<file path="src/rtl/hw_acc_cm_tag_alloc_pkg.sv">
// Shared definitions for the context-fetch request tag allocator.
//   MAX_REQ_TAG_NUM     : number of request tags in the protocol engine
//   MAX_REQ_TAG_NUM_LOG : log2(MAX_REQ_TAG_NUM)
//   tag_alloc_state_e   : allocator FSM states
package hw_acc_cm_tag_alloc_pkg;

  localparam int unsigned MAX_REQ_TAG_NUM     = 32;
  localparam int unsigned MAX_REQ_TAG_NUM_LOG = 5;

  typedef enum logic {
    INIT_s = 1'b0,
    RUN_s  = 1'b1
  } tag_alloc_state_e;

endpackage

</file>
<file path="src/rtl/hw_acc_cm_tag_alloc.sv">
// Request tag allocator shared by the context-fetch threads.
// Free tags live in a circular free list; a busy bitmap guards against double release.
// After reset the free list is filled with tags 0..TAG_NUM-1, one per cycle.
// Ports:
//   clk, rst_n            : clock, asynchronous active-low reset
//   tag_alloc_valid/_tag  : registered offer of the tag at the head of the free list
//   tag_alloc_ready       : requester takes the offered tag
//   tag_release_valid/_tag: combine stage returns a tag
//   tag_release_ready     : high once initialisation is done
//   busy_cnt              : number of tags outstanding (registered)
//   err_dbl_release       : one-cycle pulse after a release of a non-busy tag
module hw_acc_cm_tag_alloc
  import hw_acc_cm_tag_alloc_pkg::*;
#(
  parameter int unsigned TAG_NUM     = MAX_REQ_TAG_NUM,
  parameter int unsigned TAG_NUM_LOG = MAX_REQ_TAG_NUM_LOG
) (
  input  logic                   clk,
  input  logic                   rst_n,
  output logic                   tag_alloc_valid,
  output logic [TAG_NUM_LOG-1:0] tag_alloc_tag,
  input  logic                   tag_alloc_ready,
  input  logic                   tag_release_valid,
  input  logic [TAG_NUM_LOG-1:0] tag_release_tag,
  output logic                   tag_release_ready,
  output logic [TAG_NUM_LOG:0]   busy_cnt,
  output logic                   err_dbl_release
);

  localparam logic [TAG_NUM_LOG:0]   TagNumW = (TAG_NUM_LOG + 1)'(TAG_NUM);
  localparam logic [TAG_NUM_LOG-1:0] LastTag = TAG_NUM_LOG'(TAG_NUM - 1);

  tag_alloc_state_e state_q, state_d;

  logic [TAG_NUM_LOG-1:0] init_cnt_q, init_cnt_d;
  logic [TAG_NUM_LOG-1:0] rd_ptr_q, rd_ptr_d;
  logic [TAG_NUM_LOG-1:0] wr_ptr_q, wr_ptr_d;
  logic [TAG_NUM_LOG:0]   free_cnt_q, free_cnt_d;
  logic [TAG_NUM-1:0]     bitmap_q, bitmap_d;

  logic                   valid_q, valid_d;
  logic [TAG_NUM_LOG-1:0] tag_q, tag_d;
  logic [TAG_NUM_LOG:0]   busy_q, busy_d;
  logic                   err_q, err_d;

  logic [TAG_NUM_LOG-1:0] free_list_q [TAG_NUM];
  logic                   fl_we;
  logic [TAG_NUM_LOG-1:0] fl_wdata;

  logic alloc_fire, rel_fire, rel_bad;

  always_comb begin
    state_d    = state_q;
    init_cnt_d = init_cnt_q;
    rd_ptr_d   = rd_ptr_q;
    wr_ptr_d   = wr_ptr_q;
    free_cnt_d = free_cnt_q;
    bitmap_d   = bitmap_q;
    fl_we      = 1'b0;
    fl_wdata   = '0;
    alloc_fire = 1'b0;
    rel_fire   = 1'b0;
    rel_bad    = 1'b0;

    unique case (state_q)
      INIT_s: begin
        fl_we      = 1'b1;
        fl_wdata   = init_cnt_q;
        wr_ptr_d   = wr_ptr_q + 1'b1;
        free_cnt_d = free_cnt_q + 1'b1;
        init_cnt_d = init_cnt_q + 1'b1;
        if (init_cnt_q == LastTag) begin
          state_d = RUN_s;
        end
      end
      RUN_s: begin
        alloc_fire = valid_q && tag_alloc_ready;
        // The bitmap is sampled before this cycle's allocation sets its bit, so
        // returning the tag being handed out right now is treated as a bad release.
        rel_fire   = tag_release_valid && bitmap_q[tag_release_tag];
        rel_bad    = tag_release_valid && !bitmap_q[tag_release_tag];
        if (rel_fire) begin
          fl_we                     = 1'b1;
          fl_wdata                  = tag_release_tag;
          wr_ptr_d                  = wr_ptr_q + 1'b1;
          bitmap_d[tag_release_tag] = 1'b0;
        end
        if (alloc_fire) begin
          rd_ptr_d          = rd_ptr_q + 1'b1;
          bitmap_d[tag_q]   = 1'b1;
        end
        if (alloc_fire && !rel_fire) begin
          free_cnt_d = free_cnt_q - 1'b1;
        end else if (rel_fire && !alloc_fire) begin
          free_cnt_d = free_cnt_q + 1'b1;
        end
      end
      default: state_d = INIT_s;
    endcase
  end

  // Outputs are registered from next-state values so they line up with the pointers.
  always_comb begin
    valid_d = 1'b0;
    tag_d   = '0;
    busy_d  = '0;
    err_d   = rel_bad;
    if (state_q == RUN_s) begin
      valid_d = (free_cnt_d != '0);
      busy_d  = TagNumW - free_cnt_d;
      // Bypass the free list when the entry being written is the new head.
      if (rel_fire && (wr_ptr_q == rd_ptr_d)) begin
        tag_d = tag_release_tag;
      end else begin
        tag_d = free_list_q[rd_ptr_d];
      end
    end
  end

  always_ff @(posedge clk or negedge rst_n) begin
    if (!rst_n) begin
      state_q    <= INIT_s;
      init_cnt_q <= '0;
      rd_ptr_q   <= '0;
      wr_ptr_q   <= '0;
      free_cnt_q <= '0;
      bitmap_q   <= '0;
      valid_q    <= 1'b0;
      tag_q      <= '0;
      busy_q     <= '0;
      err_q      <= 1'b0;
    end else begin
      state_q    <= state_d;
      init_cnt_q <= init_cnt_d;
      rd_ptr_q   <= rd_ptr_d;
      wr_ptr_q   <= wr_ptr_d;
      free_cnt_q <= free_cnt_d;
      bitmap_q   <= bitmap_d;
      valid_q    <= valid_d;
      tag_q      <= tag_d;
      busy_q     <= busy_d;
      err_q      <= err_d;
    end
  end

  // Free list contents need no reset: the init pass rewrites every entry.
  always_ff @(posedge clk) begin
    if (fl_we) begin
      free_list_q[wr_ptr_q] <= fl_wdata;
    end
  end

  assign tag_alloc_valid   = valid_q;
  assign tag_alloc_tag     = tag_q;
  assign tag_release_ready = (state_q == RUN_s);
  assign busy_cnt          = busy_q;
  assign err_dbl_release   = err_q;

endmodule

</file>
<file path="config.mk">
export PLATFORM = sky130hd
export DESIGN_NAME = hw_acc_cm_tag_alloc
export DESIGN_NICKNAME = d
export VERILOG_FILES = /design/src/rtl/hw_acc_cm_tag_alloc_pkg.sv /design/src/rtl/hw_acc_cm_tag_alloc.sv
export SDC_FILE = /design/constraint.sdc
export NUM_CORES = 1
export LEC_CHECK = 0
export ABC_CLOCK_PERIOD_IN_PS = 4500
export BUFFER_PORTS_ARGS = -buffer_cell sky130_fd_sc_hd__buf_2
export CELL_PAD_IN_SITES_DETAIL_PLACEMENT = 0
export CELL_PAD_IN_SITES_GLOBAL_PLACEMENT = 1
export CORE_ASPECT_RATIO = 0.7
export CORE_UTILIZATION = 53
export CTS_CLUSTER_DIAMETER = 200
export DETAILED_ROUTE_END_ITERATION = 12
export GPL_TIMING_DRIVEN = 0
export PLACE_DENSITY = 0.87
export SETUP_SLACK_MARGIN = 0.1
export SYNTH_ARGS = -nofsm -noshare
export SYNTH_HDL_FRONTEND = slang
export SYNTH_SLANG_ARGS = --single-unit
</file>
<file path="constraint.sdc">
create_clock -name clk -period 4.5 [get_ports clk]
set_input_delay 0.45 -clock clk [delete_from_list [all_inputs] [get_ports clk]]
set_output_delay 0.45 -clock clk [all_outputs]
set_load 0.01 [all_outputs]
</file>
* Word level (Yosys, flattened, before mapping)
Memories as Yosys holds them, arrays and structs flattened.
Cells that the tools add are included.
** Word-level totals
- Register bits :: 67
- Memories :: 1
- Latch bits :: 0
- Logic and storage cells :: 70
- Bits in read-only memories :: 0
- Output and inout bits :: 14
- Bits in writable memories :: 160
- Input bits :: 9
** Memories
- free_list_q :: depth 32, width 5, rd ports 1, clocked after Yosys merged registers in 0, wr ports 1, RTL line hw_acc_cm_tag_alloc.sv:46 : logic [TAG_NUM_LOG-1:0] free_list_q [TAG_NUM];
** Cells by class
- Equal/unequal tests :: 3
- Bitwise gates (word level) :: 4
- Div/mod/pow operators :: 0
- Reduce and logical (&&, ||, !) cells :: 12
- $add $sub $neg :: 6
- Shifts and indexed selects :: 0
- Multiplexer cells :: 30
- Order comparisons :: 4
- Multipliers :: 0
** Operator list (count)
- $mux W32 :: 3
- $and A32 B32 Y32 :: 1
- $not A32 Y32 :: 1
- $or A32 B32 Y32 :: 1
- $mux W5 :: 6
- $pmux W5 S2 :: 2
- $mux W6 :: 3
- $add A5 B1 Y5 const B :: 3
- $lt A5 B6 Y1 const B :: 2
- $pmux W6 S2 :: 1
- $mux W1 :: 11
- $demux W1 S5 :: 2
- $ge A5 B1 Y1 const B :: 2
- $logic_and A1 B1 Y1 :: 8
- $add A6 B1 Y6 const B :: 1
- $reduce_bool A6 Y1 :: 1
- $sub A6 B1 Y6 const B :: 1
- $sub A6 B6 Y6 const A :: 1
- $bmux W1 S5 :: 1
- $eq A5 B5 Y1 :: 1
- $eq A5 B5 Y1 const B :: 1
- $logic_not A1 Y1 :: 3
- $ne A2 B1 Y1 const B :: 1
- $pmux W1 S2 :: 1
- $not A1 Y1 :: 1

* Depth between registers and ports, before layout
- Depth in word-level cells :: 10
- Depth in mapped cells :: 14
- Depth with buffers taken out :: 12

* Least setup slack after synthesis
OpenSTA, ideal clock, no wires.
- Path type :: input to register
- From :: in tag_release_tag[3]
- To :: mem free_list_q[0][4] in the netlist's numbering (data pin)
- Data required time :: 4046 ps
- Stages on the path :: 8
- Slack :: 818 ps
- Setup time :: 454 ps
- Buffers on the path :: 2
- Arrival :: 3228 ps
- Path through :: buf_4 > nor2b_1 > a221oi_1 > a211oi_2 > o31a_1 > buf_6 > nand2_1 > o21ai_0
** On the way
- Word-level cells in the longest chain between the ends :: 5
** RTL lines
- start, declared :: RTL line hw_acc_cm_tag_alloc.sv:24 : input logic [TAG_NUM_LOG-1:0] tag_release_tag,
- $bmux W1 S5 :: RTL line hw_acc_cm_tag_alloc.sv:80 : rel_fire = tag_release_valid && bitmap_q[tag_release_tag];
- $mux W1 (not written as such) :: RTL line hw_acc_cm_tag_alloc.sv:80
- $logic_and A1 B1 Y1 :: RTL line hw_acc_cm_tag_alloc.sv:80
- $mux W5 :: RTL line hw_acc_cm_tag_alloc.sv:82 : if (rel_fire) begin
- $pmux W5 S2 :: RTL line hw_acc_cm_tag_alloc.sv:65 : unique case (state_q)
- named net fl_wdata[4] :: RTL line hw_acc_cm_tag_alloc.sv:48 : logic [TAG_NUM_LOG-1:0] fl_wdata;
- end, declared :: RTL line hw_acc_cm_tag_alloc.sv:46
The timed path passes the listed nets, and every way through them passes these cells. The select of a mux whose other input is x is not followed.

* Worst setup path after layout
- From :: reg valid_q, in the netlist tag_alloc_valid
- To :: reg tag_q[0], in the netlist tag_alloc_tag[0]
** On the way
- Word-level cells in the longest chain between the ends :: 7
- Elaborated cells on any way between the ends :: 8
- Classes of those cells :: 1 x eq/ne; 4 x mux; 2 x reduce/logical; 1 x memory
** RTL lines
- start, declared :: RTL line hw_acc_cm_tag_alloc.sv:41 : logic valid_q, valid_d;
- start signal, assigned :: RTL line hw_acc_cm_tag_alloc.sv:139 : valid_q <= valid_d;
- $logic_and A1 B1 Y1 (*) :: RTL line hw_acc_cm_tag_alloc.sv:77 : alloc_fire = valid_q && tag_alloc_ready;
- $mux W5 (*) :: RTL line hw_acc_cm_tag_alloc.sv:88 : if (alloc_fire) begin
- $mux W5 (*) :: RTL line hw_acc_cm_tag_alloc.sv:65
- branches (longest 2 deep; another with $mem_v2 Z32 W5)
- $mux W5 (*) :: RTL line hw_acc_cm_tag_alloc.sv:112 : if (rel_fire && (wr_ptr_q == rd_ptr_d)) begin
- $mux W5 (*) :: RTL line hw_acc_cm_tag_alloc.sv:108 : if (state_q == RUN_s) begin
- named net tag_d[0] :: RTL line hw_acc_cm_tag_alloc.sv:42 : logic [TAG_NUM_LOG-1:0] tag_q, tag_d;
- end signal, assigned :: RTL line hw_acc_cm_tag_alloc.sv:140 : tag_q <= tag_d;
- end, declared :: RTL line hw_acc_cm_tag_alloc.sv:42
Mark *: on every way through the listed nets, which the timed path passes.
A chain may end at the register's enable or synchronous reset.

==> flow_metrics.tcl <==
set metrics [dict create \
    status "completed" \
    htree_levels 1 \
    synth_top_family_by_area "multiplexers" \
    dr.pass1.iters 5 \
    pwr-share-clk_pct 26.5 \
    path_buf_inv 2 \
    slew_headroom_pct 31.3 \
    diodes 0 \
    grt_pass1_wl_um 34500 \
    ys_async_sr_fraction_pct 29.5 \
    avgRoutedWirePerCell_um 23.3 \
    ys_top_cells_by_area "edfxtp_1, dfrtp_1, mux4_2, o21ai_0, mux2i_1" \
    cts_buffers 22 \
    skew_ns 0.0111 \
    slowest_stage "mux2i_1" \
    final_nets 726 \
    p_int_mw 4.71 \
    ff_latch_area_sq_mm 0.00648 \
    clk-insertion-delay-late_ns 0.51 \
    max_stage_delay_ns 0.60 \
    hpwl_um 15000 \
    cts-hold-fix-buffers 0 \
    grt_pass1_vias 5864 \
    nFillCells 1313 \
    drtIter0Drc 737 \
    finalCritPeriodShare_pct 84.3 \
    synth_warnings 0 \
    synth_compound_area_share_pct 7.19 \
    synth-adder-area-share_pct 1.26 \
    stdcell_area_sq_mm 0.0111 \
    synth-xor-area-share_pct 2.27 \
    place.gp.congestion 0.866 \
    max_cap_violations 0 \
    synthFlopType "edfxtp_1" \
    fp.dieW_um 165 \
    p_comb_share_pct 34.9 \
    grt_setup_unrepaired "false" \
    yosys.area.top_type "edfxtp_1" \
    syn_avg_cell_area_sq_um 15.0 \
    worstPathMaxFanout 10 \
    crit_family "multiplexers" \
    ys_types 57 \
    cts.sinks 227 \
    row_count 41 \
    critPathArrivalTime_ns 4.15 \
    synthMuxAreaShare_pct 13.6 \
    p_seq_share_pct 38.6 \
    required_ns 4.86 \
    layout_common_cells "edfxtp_1, dfrtp_1, o21ai_0" \
    p_sw_share_pct 33.9 \
    endpoint_kind "register" \
    yosys.area_share.simple_pct 7.92 \
    chipHeight_um 116 \
    syn2layout_area_growth_pct 12.4 \
    netlist_area_sq_mm 0.00991 \
    synth_edf_count 160 \
    numPortBuffers 19 \
    ys_ff_latch 227 \
    place_area_sq_mm 0.0104 \
    core-area_sq_mm 0.0182 \
    start_kind "register" \
    ys_seq_area_share_pct 65.4 \
    routed_wl_um 22300 \
    synth.top_cell.area_share_pct 48.5 \
    period_minus_slack_ns 3.79 \
    io_pins 23 \
    worst_slew_pin_slew_ns 1.03 \
    cts_tree "yes" \
    cts_root_buffer "clkbuf_16" \
    clock_path_buffers 3 \
    vias 6073 \
    antenna_found_initial 0 \
    detail-route-antenna-nets 0 \
    avgViaCountPerCell 6.33 \
    fin_ws_ns 0.706 \
    powerDensity_mw_per_mm2 640 \
    track_usage_pct 24.6 \
    setup_viol 0 \
    die_area_sq_mm 0.0192 \
    initial_core_util_pct 54.5 \
    vdd_ir_drop_max_v 0.000423 \
    grt_overflow_total 0 \
    syn-num-nets 678 \
    drv_slew 0 \
    drc 0 \
    hp-class "input port to asynchronous set/reset pin" \
    synth_cells 659 \
    worstPathCellList "nand2_1 -> nor2_2 -> mux2i_1 -> buf_2 -> buf_2 -> mux4_2 -> mux2i_1 -> a21oi_1 -> a211oi_1 -> a211oi_1" \
    path_class "register to register" \
    leakage_nw 4.03 \
    grt_max_degree 68 \
    multi_input_area_sq_mm 0.00322 \
    cts_resized 0 \
    hold_violations 0 \
    layout_commonest_cell "edfxtp_1" \
    switchingPower_mw 2.42 \
    fmaxAchievable_mhz 264 \
    path_clk_slew_ns 0.06 \
    drive_gt1_share_pct 19.6 \
    post_cts_buffers 0 \
    place_ws_ns 0.614 \
]
[worst reg2reg max path, cell delays in order, from the launching register on]
cell and delay, ns:
dfrtp_1 0.35, nand2_1 0.24, nor2_2 0.40, mux2i_1 0.60, buf_2 0.45, buf_2 0.39, mux4_2 0.38, mux2i_1 0.26
a21oi_1 0.13, a211oi_1 0.35, a211oi_1 0.09
[kinds of logic after synthesis]
| logic type | count (synthesis) |
|---|---|
| buf+inv | 48 |
| simple gates | 158 |
| mux | 80 |
| xor+xnor | 24 |
| fa+ha+maj | 10 |
| flops | 227 |
| compound gates | 112 |
[routing by layer]
layer / track usage [%] / wire length [um] / part of all wire, %
met1: 38.0 / 9920 / 44
met2: 36.1 / 9810 / 44
met3: 5.33 / 2180 / 9.8
met4: 5.27 / 416 / 1.9
met5: 0 / 0 / 0
[registers in the layout, summed over array words and instances, names as in the netlist]
name / count
free_list_q: 160
tag_alloc_tag: 5
rd_ptr_q: 5
tag_release_ready: 1
bitmap_q: 32
init_cnt_q: 5
err_dbl_release: 1
wr_ptr_q: 5
busy_cnt: 6
free_cnt_q: 6
tag_alloc_valid: 1
[power by group through the flow]
stage	sequential, mW	clock (mW)	combinational [mW]
2_1_floorplan	2.74	0	1.74
3_3_place_gp	2.77	0	2.36
3_5_place_dp	2.79	0	2.45
4_1_cts	2.74	1.90	2.47
5_1_grt	2.78	1.99	2.69
6_report	2.75	1.89	2.49
[stage by stage]
stage	instances	power [mW]	hold WS (ns)	TNS (ns)	utilization, %
2_1_floorplan	659	4.48	0.154	0	-
3_3_place_gp	914	5.12	0.475	-111.24	56.7
4_1_cts	959	7.12	0.0884	0	61.3
3_5_place_dp	919	5.23	0.492	0	57.3
6_report	959	7.13	0.0312	0	61.3
5_1_grt	959	7.45	0.127	0	61.3
[layout make-up]
type | count | share of cell area (%)
Clock buffer | 27 | 5.30
Timing Repair Buffer | 24 | 1.63
Multi-Input combinational cell | 384 | 28.9
Buffer | 30 | 1.44
Inverter | 18 | 0.607
Tap cell | 236 | 2.65
Clock inverter | 13 | 1.26
Sequential cell | 227 | 58.2
[final timing paths]
check | from | to | slack [ns] | cells after the start
worst min register to register | init_cnt_q[0] | init_cnt_q[0] | 0.50 | 1
worst max register to register | tag_alloc_valid | tag_alloc_tag[0] | 0.71 | 10
worst min-delay path | rst_n | bitmap_q[20] | 0.03 | 1
min in group clk | tag_release_valid | err_dbl_release | 0.20 | 3
max in group asynchronous | rst_n | busy_cnt[0] | 3.88 | 1
worst max-delay path | tag_alloc_valid | tag_alloc_tag[0] | 0.71 | 10
[synth_stat cells, types with 3 or more instances]
cell,number
o21ai_0,69
nand2_1,39
or3_1,6
nor3_1,3
xnor2_1,12
nor2_1,54
nor2b_1,8
a21oi_1,6
ha_1,10
nand4_1,7
edfxtp_1,160
nand2b_1,5
inv_1,18
nand3_1,10
buf_4,4
o22ai_1,4
buf_6,3
dfrtp_1,67
nand3b_1,7
buf_2,8
mux2_2,7
xor2_1,10
mux2i_1,28
a211oi_1,15
mux4_2,43
clkbuf_1,13
No activity file was read; power rests on OpenSTA's default activity.
